<file path="config.mk">
export PLATFORM = sky130hd
export DESIGN_NAME = instr_fetch
export DESIGN_NICKNAME = d
export VERILOG_FILES = /design/src/rtl/instr_fetch_pkg.sv /design/src/rtl/ret_stack.sv /design/src/rtl/instr_fetch.sv
export SDC_FILE = /design/constraint.sdc
export NUM_CORES = 1
export LEC_CHECK = 0
export CORE_MARGIN = 5
export CORE_UTILIZATION = 28
export DETAILED_ROUTE_END_ITERATION = 7
export GPL_TIMING_DRIVEN = 0
export PLACE_DENSITY = 0.47
export SKIP_LAST_GASP = 1
export SLEW_MARGIN = 20
export SYNTH_ARGS = -nofsm -noshare
export SYNTH_HDL_FRONTEND = slang
export SYNTH_HIERARCHICAL = 1
export SYNTH_SLANG_ARGS = --single-unit
</file>
<file path="constraint.sdc">
create_clock -name clk -period 2.4 [get_ports clk]
set_input_delay 0.24 -clock clk [delete_from_list [all_inputs] [get_ports clk]]
set_output_delay 0.24 -clock clk [all_outputs]
set_load 0.01 [all_outputs]
</file>
<file path="src/rtl/instr_fetch_pkg.sv">
// Shared types and encodings for the instruction fetch unit.
// Opcode and register codes describe the program word layout {op, arg, arg}.
package instr_fetch_pkg;

  typedef enum logic [1:0] {
    ST_LOAD = 2'd0,
    ST_RUN  = 2'd1,
    ST_HALT = 2'd2
  } state_t;

  localparam logic [3:0] OP_LOAD = 4'b0000;
  localparam logic [3:0] OP_MOVE = 4'b0001;
  localparam logic [3:0] OP_ADD  = 4'b0010;
  localparam logic [3:0] OP_XOR  = 4'b0011;
  localparam logic [3:0] OP_BR   = 4'b1000;

  localparam logic [2:0] REG_NA = 3'd0;
  localparam logic [2:0] REG_R1 = 3'd1;
  localparam logic [2:0] REG_R2 = 3'd2;
  localparam logic [2:0] REG_R3 = 3'd3;
  localparam logic [2:0] REG_R4 = 3'd4;
  localparam logic [2:0] REG_R5 = 3'd5;
  localparam logic [2:0] REG_R6 = 3'd6;
  localparam logic [2:0] REG_PC = 3'd7;

  // Builds a word for the default field widths (4-bit op, two 3-bit args).
  function automatic logic [9:0] enc_instr(
    input logic [3:0] op,
    input logic [2:0] a,
    input logic [2:0] b
  );
    return {op, a, b};
  endfunction

endpackage

</file>
<file path="src/rtl/ret_stack.sv">
// LIFO of return addresses for the fetch unit.
// Push is ignored when full, pop is ignored when empty.
module ret_stack #(
  parameter  int WIDTH = 6,
  parameter  int DEPTH = 4,
  localparam int PW    = $clog2(DEPTH)
) (
  input  logic             clk,
  input  logic             rst,
  input  logic             push,
  input  logic             pop,
  input  logic [WIDTH-1:0] push_data,
  output logic [WIDTH-1:0] pop_data,
  output logic             full,
  output logic             empty
);

  logic [WIDTH-1:0] store [DEPTH];
  logic [PW:0]      cnt;
  logic [PW-1:0]    top_ptr;

  assign top_ptr  = cnt[PW-1:0] - PW'(1);
  assign pop_data = store[top_ptr];
  assign full     = (cnt == (PW+1)'(DEPTH));
  assign empty    = (cnt == '0);

  always_ff @(posedge clk or posedge rst) begin
    if (rst) begin
      cnt <= '0;
    end else if (push && !full) begin
      cnt <= cnt + (PW+1)'(1);
    end else if (pop && !empty) begin
      cnt <= cnt - (PW+1)'(1);
    end
  end

  always_ff @(posedge clk) begin
    if (!rst && push && !full) begin
      store[cnt[PW-1:0]] <= push_data;
    end
  end

endmodule

</file>
<file path="src/rtl/instr_fetch.sv">
// Program memory + PC sequencer with LOAD/RUN/HALT control.
// Define CALL_STACK_EN to add the call/ret return stack.
module instr_fetch
  import instr_fetch_pkg::*;
#(
  parameter  int OP_SIZE     = 4,
  parameter  int ARG_SIZE    = 3,
  parameter  int ARG_NUM     = 2,
  parameter  int ADDR_W      = 6,
  parameter  int STACK_DEPTH = 4,
  localparam int IW          = OP_SIZE + ARG_NUM * ARG_SIZE
) (
  input  logic              clk,
  input  logic              rst,
  input  logic              start,
  input  logic              wr_en,
  input  logic [ADDR_W-1:0] wr_addr,
  input  logic [IW-1:0]     wr_data,
  input  logic              done,
  input  logic              branch,
  input  logic [ADDR_W-1:0] branch_addr,
  input  logic              call,
  input  logic              ret,
  output logic [IW-1:0]     instruction,
  output logic              instr_valid,
  output logic [ADDR_W-1:0] pc,
  output logic              halted,
  output logic              stack_err
);

  state_t            state, state_n;
  logic [ADDR_W-1:0] pc_n;
  logic [ADDR_W-1:0] pc_inc;
  logic              run;
  logic [IW-1:0]     mem [2**ADDR_W];

  assign run         = (state == ST_RUN);
  assign pc_inc      = pc + ADDR_W'(1);
  assign instr_valid = run;
  assign halted      = (state == ST_HALT);
  assign instruction = run ? mem[pc] : '0;

  // Memory is never reset so a program survives rst.
  always_ff @(posedge clk) begin
    if (!rst && state == ST_LOAD && wr_en) begin
      mem[wr_addr] <= wr_data;
    end
  end

`ifdef CALL_STACK_EN
  logic              full, empty;
  logic              push, pop;
  logic [ADDR_W-1:0] top;
  logic              err;

  assign push      = run & call & ~ret & ~full;
  assign pop       = run & ret & ~empty;
  assign stack_err = err;

  ret_stack #(
    .WIDTH(ADDR_W),
    .DEPTH(STACK_DEPTH)
  ) u_stack (
    .clk      (clk),
    .rst      (rst),
    .push     (push),
    .pop      (pop),
    .push_data(pc_inc),
    .pop_data (top),
    .full     (full),
    .empty    (empty)
  );

  always_ff @(posedge clk or posedge rst) begin
    if (rst) begin
      err <= 1'b0;
    end else if (run && ((ret && empty) || (!ret && call && full))) begin
      err <= 1'b1;
    end
  end
`else
  logic unused_ok;
  assign unused_ok = ^{call, ret};
  assign stack_err = 1'b0;
`endif

  always_comb begin
    state_n = state;
    pc_n    = pc;
    unique case (state)
      ST_LOAD: begin
        if (start) state_n = ST_RUN;
      end
      ST_RUN: begin
`ifdef CALL_STACK_EN
        if (ret) begin
          if (empty) state_n = ST_HALT;
          else       pc_n    = top;
        end else if (call) begin
          if (full) state_n = ST_HALT;
          else      pc_n    = branch_addr;
        end else
`endif
        if (branch) begin
          pc_n = branch_addr;
        end else if (done) begin
          if (&pc) state_n = ST_HALT;
          else     pc_n    = pc_inc;
        end
      end
      default: ;
    endcase
  end

  always_ff @(posedge clk or posedge rst) begin
    if (rst) begin
      state <= ST_LOAD;
      pc    <= '0;
    end else begin
      state <= state_n;
      pc    <= pc_n;
    end
  end

endmodule

</file>
# Word-level counts from Yosys, hierarchy flattened
# Memories as Yosys holds them, arrays and structs flattened.
# Index checks and enable logic that the tools add are counted.
# totals
regBits	8
latchBits	0
mem_bits_rw	640
mem_bits_ro	0
inputBits	30
out_inout_bits	19
memories	1
# op_classes
add_sub_neg	1
mul	0
div	0
magnitude_cmp	0
n_eq_ne	7
shifts	0
muxes	11
bitwise	0
n_reduce_logical	9
# memory_table
memory	words	width	rd	rd_clocked_by_memory_dff	wr	line	source
mem	64	10	1	0	1	instr_fetch.sv:35	logic [IW-1:0] mem [2**ADDR_W];
# ops
operator	n
6-bit two-way mux	3
10-bit two-way mux	1
2-bit two-way mux	4
2-bit inequality test (second input constant)	4
6-bit by 1-bit adder with 6-bit output (second input constant)	1
6-bit AND reduction	1
5-bit AND reduction	1
2-bit one-hot mux with 2 select lines	1
2-bit nonzero test	2
3-bit AND reduction	1
2-bit by 1-bit equality test with 1-bit output (second input constant)	1
2-bit equality test (second input constant)	1
1-bit logical AND	2
2-bit logical NOT	1
1-bit two-way mux	2
2-bit by 1-bit inequality test with 1-bit output (second input constant)	1
1-bit logical NOT	1

# Longest topological paths before layout
# depth
ltp_word	5
ltp_mapped	9
depth_no_buf	6

# Least setup slack after synthesis
# OpenSTA, ideal clock, no wires.
# synth_path
path_type	register -> output
from	reg pc[0]
to	out instruction[8]
arrival_ns	1.781
t_required_ns	2.160
setup_slack_ns	0.379
stages_incl_launch_ff	8
path_buffers	3
path_cell_list	dfrtp_1 buf_6 buf_12 buf_8 mux4_2 mux2i_1 o221ai_1 a22o_1
# synth_between
elab_chain_cells	2
# synth_rtl
element	line	source
from (decl)	instr_fetch.sv:26	output logic [ADDR_W-1:0] pc,
from (signal assigned)	instr_fetch.sv:121	pc <= pc_n;
memory 64 x 10 bit	-	
10-bit two-way mux	instr_fetch.sv:41	assign instruction = run ? mem[pc] : '0;
to (decl)	instr_fetch.sv:24	output logic [IW-1:0] instruction,
# No other way between the ends.

# Worst setup path in the final report
# layout_path
from	reg pc[0]
to	out instruction[5]
# The elaborated chain is that of the path after synthesis.

==> impl_metrics.ini <==
[clock_tree]
clock_latency_ps = 590
clockBufferDepth = 3
cts_tree = done
cts_buffers = 71
clk_pin_slew_ps = 60
cts_root_buf = clkbuf_16
numClockSinks = 648
cts-htree-levels = 3

[global_routing]
grt-ovfl-total = 0
antenna_found_initial = 1
grt_pass1_wl_mm = 103
grt_pass1_vias = 13500
grt_max_degree = 65
grt_util_all_layers_pct = 14.5

[timing]
worstMarginPinSlew_ps = 982
final.setup_skew_ps = 13.6
slew_viol_final = 0
setup_slack_ps = -823
rsz0062_at_grt = yes
period_share_pct = 134
period_needed_ps = 3220
setup_violations = 146
max_freq_mhz = 310
slew_headroom_pct = 34.6
final_hold_viol_count = 0

[hold_path]
min_to = mem[20][2]
hold_path.startpoint = wr_data[2]
hold_depth = 1
hp-class = in -> reg

[logic_synthesis]
yosys.area.top_type = edfxtp_1
synth_nets = 1280
ys_top_cells_by_area = edfxtp_1 75%, mux4_2 12%, mux2i_1 3.1%
synth_seq_cells = 648
syn_inst = 1249
syn_area_per_cell_um2 = 20.5
synth_warnings = 6
synthFlopType = edfxtp_1
yosysMostFrequentCell = edfxtp_1
syn_area_um2 = 25600
async_flop_share_pct = 1.23
synth_top_area_share_pct = 75.1
ys_seq_area_share_pct = 75.9
synth.top_cells.by_count = 640 x edfxtp_1, 138 x mux4_2, 86 x nor2_1, 78 x mux2i_1, 73 x nand2_1
yosysUniqueCellTypes = 51
synth_edf_count = 640

[place]
io_buffers = 41
place_hpwl_mm = 46.6
dp.cells = 2473
gp_congestion = 0.828
place_ws_ps = -1470

[critical_path]
r2r_slack_ps = -60
r2r.worst_path.cells = 4
cp.required_ps = 2160
critPathCaptureType = primary output
worstPathArrival_ps = 2980
path_class = reg -> out
r2r_start = state[0]
crit_start = pc[0]
cp_max_fo = 10
reg2reg_to = mem[51][2]
start_kind = register

[die]
dieArea_um2 = 97500
coreArea_um2 = 90400
die_y_um = 312
die_width_um = 312
initial_utilization_pct = 28.3
pin_count = 49
rows = 110

[finish]
drive_above_1_share_pct = 38.4
synthToLayoutAreaGrowth_pct = 25.7
antenna_cells = 0
fin_nets = 1467
postLayoutCoreUtil_pct = 35.6
final_cells = 2662

[job]
maxCapViolCount = 0

[pwr]
vdd_drop_max_v = 0.000876
power_leakage_nw = 10.0
powerDensity_nw_per_um2 = 1180

[routing]
drc = 0
first_pass_iters = 5
drtIter0Drc = 1358
ant_nets = 0
post_drt_via_cell_ratio = 4.95
vias = 13200
totalWireLength_mm = 72.4
wl_per_cell_um = 27.2

[outcome]
outcome = complete, but fails checks
violations = setup timing
==> cell usage in the layout (no fill, tap or decap), types with 12 or more instances in the layout <==
master / Yosys / final
clkinv_2: 0 / 12
clkbuf_16: 0 / 75
edfxtp_1: 640 / 640
buf_12: 3 / 37
clkbuf_1: 18 / 24
nor2_4: 0 / 66
mux4_2: 138 / 139
clkdlybuf4s50_1: 0 / 20
buf_4: 8 / 57
mux2i_1: 78 / 53
mux2i_2: 0 / 13
mux2i_4: 0 / 12
buf_6: 17 / 21
nand2_1: 73 / 61
o21ai_0: 13 / 12
==> per-layer routing <==
metal / part of all wire [%] / wire [um] / GRT usage [%]
met3: 5.8 / 4220 / 2.52
met2: 47 / 34100 / 22.8
met1: 45 / 32400 / 21.0
met4: 2.4 / 1750 / 4.03
met5: 0 / 0 / 0
==> worst max path at each step <==
| stage | endpoint | slack, ps |
|---|---|---|
| floorplan | instruction[8] | 380 |
| global placement | instruction[0] | -1450 |
| detailed placement | instruction[3] | -1470 |
| CTS | instruction[2] | -920 |
| global route | instruction[4] | -880 |
| finish | instruction[5] | -820 |
==> cells by family after synthesis <==
group / after synthesis / share of synthesized area (%)
fa+ha+maj: 1 / 0.0489
compound gates: 97 / 2.76
buf+inv: 73 / 2.06
flops: 648 / 75.9
simple gates: 201 / 3.39
mux: 228 / 15.8
other cells: 1 / 0.0147
==> report_power, final <==
| part | switching (W) | leakage, nW | internal, W | total [W] |
|---|---|---|---|---|
| Combinational | 0.00817 | 3.09 | 0.00657 | 0.0147 |
| Clock | 0.00435 | 1.10 | 0.00630 | 0.0107 |
| Sequential | 0.000132 | 5.84 | 0.0125 | 0.0126 |
| Total | 0.0126 | 10.0 | 0.0254 | 0.0380 |
==> critical path: stages, from the launching register on <==
cell and delay [ps]:
dfrtp_2 380, buf_8 150, buf_12 180, buf_8 220, buf_6 220, buf_4 250
a31oi_1 130, a311oi_2 460, o22ai_4 200, buf_6 170
==> metrics by stage <==
step	total power [W]	hold WS (ps)	setup TNS (ps)	instance area [um^2]
CTS	0.0376	68.2	-18050	31300
global placement	0.0243	511	-977030	27500
global route	0.0394	90.3	-23190	32200
finish	0.0380	94.8	-11250	32200
floorplan	0.0194	66.4	0	25600
detailed placement	0.0243	523	-544810	27600
==> registers in the layout, indices dropped and copies added, names as in the netlist <==
signal,count
pc,6
state,2
mem,640
==> area by class of cell <==
cell class / instances / area, um^2
Fill cell: 8315 / 58200
Sequential cell: 648 / 19400
Timing Repair Buffer: 115 / 1370
Tap cell: 1176 / 1470
Inverter: 3 / 13.8
Clock buffer: 90 / 1920
Buffer: 69 / 764
Multi-Input combinational cell: 528 / 6890
Clock inverter: 33 / 323
==> timing repair <==
| action | 4_1_cts | 5_1_grt |
|---|---|---|
| buffers inserted | 24 | 40 |
| gates cloned | 1 | 1 |
| pin swaps | 33 | 57 |
| hold buffers | 1 | 0 |
| setup endpoints to repair | 654 | 425 |
| resized for setup | 334 | 64 |
| hold endpoints to repair | 8 | 0 |
Note: power is estimated with default switching activity, not from simulation.
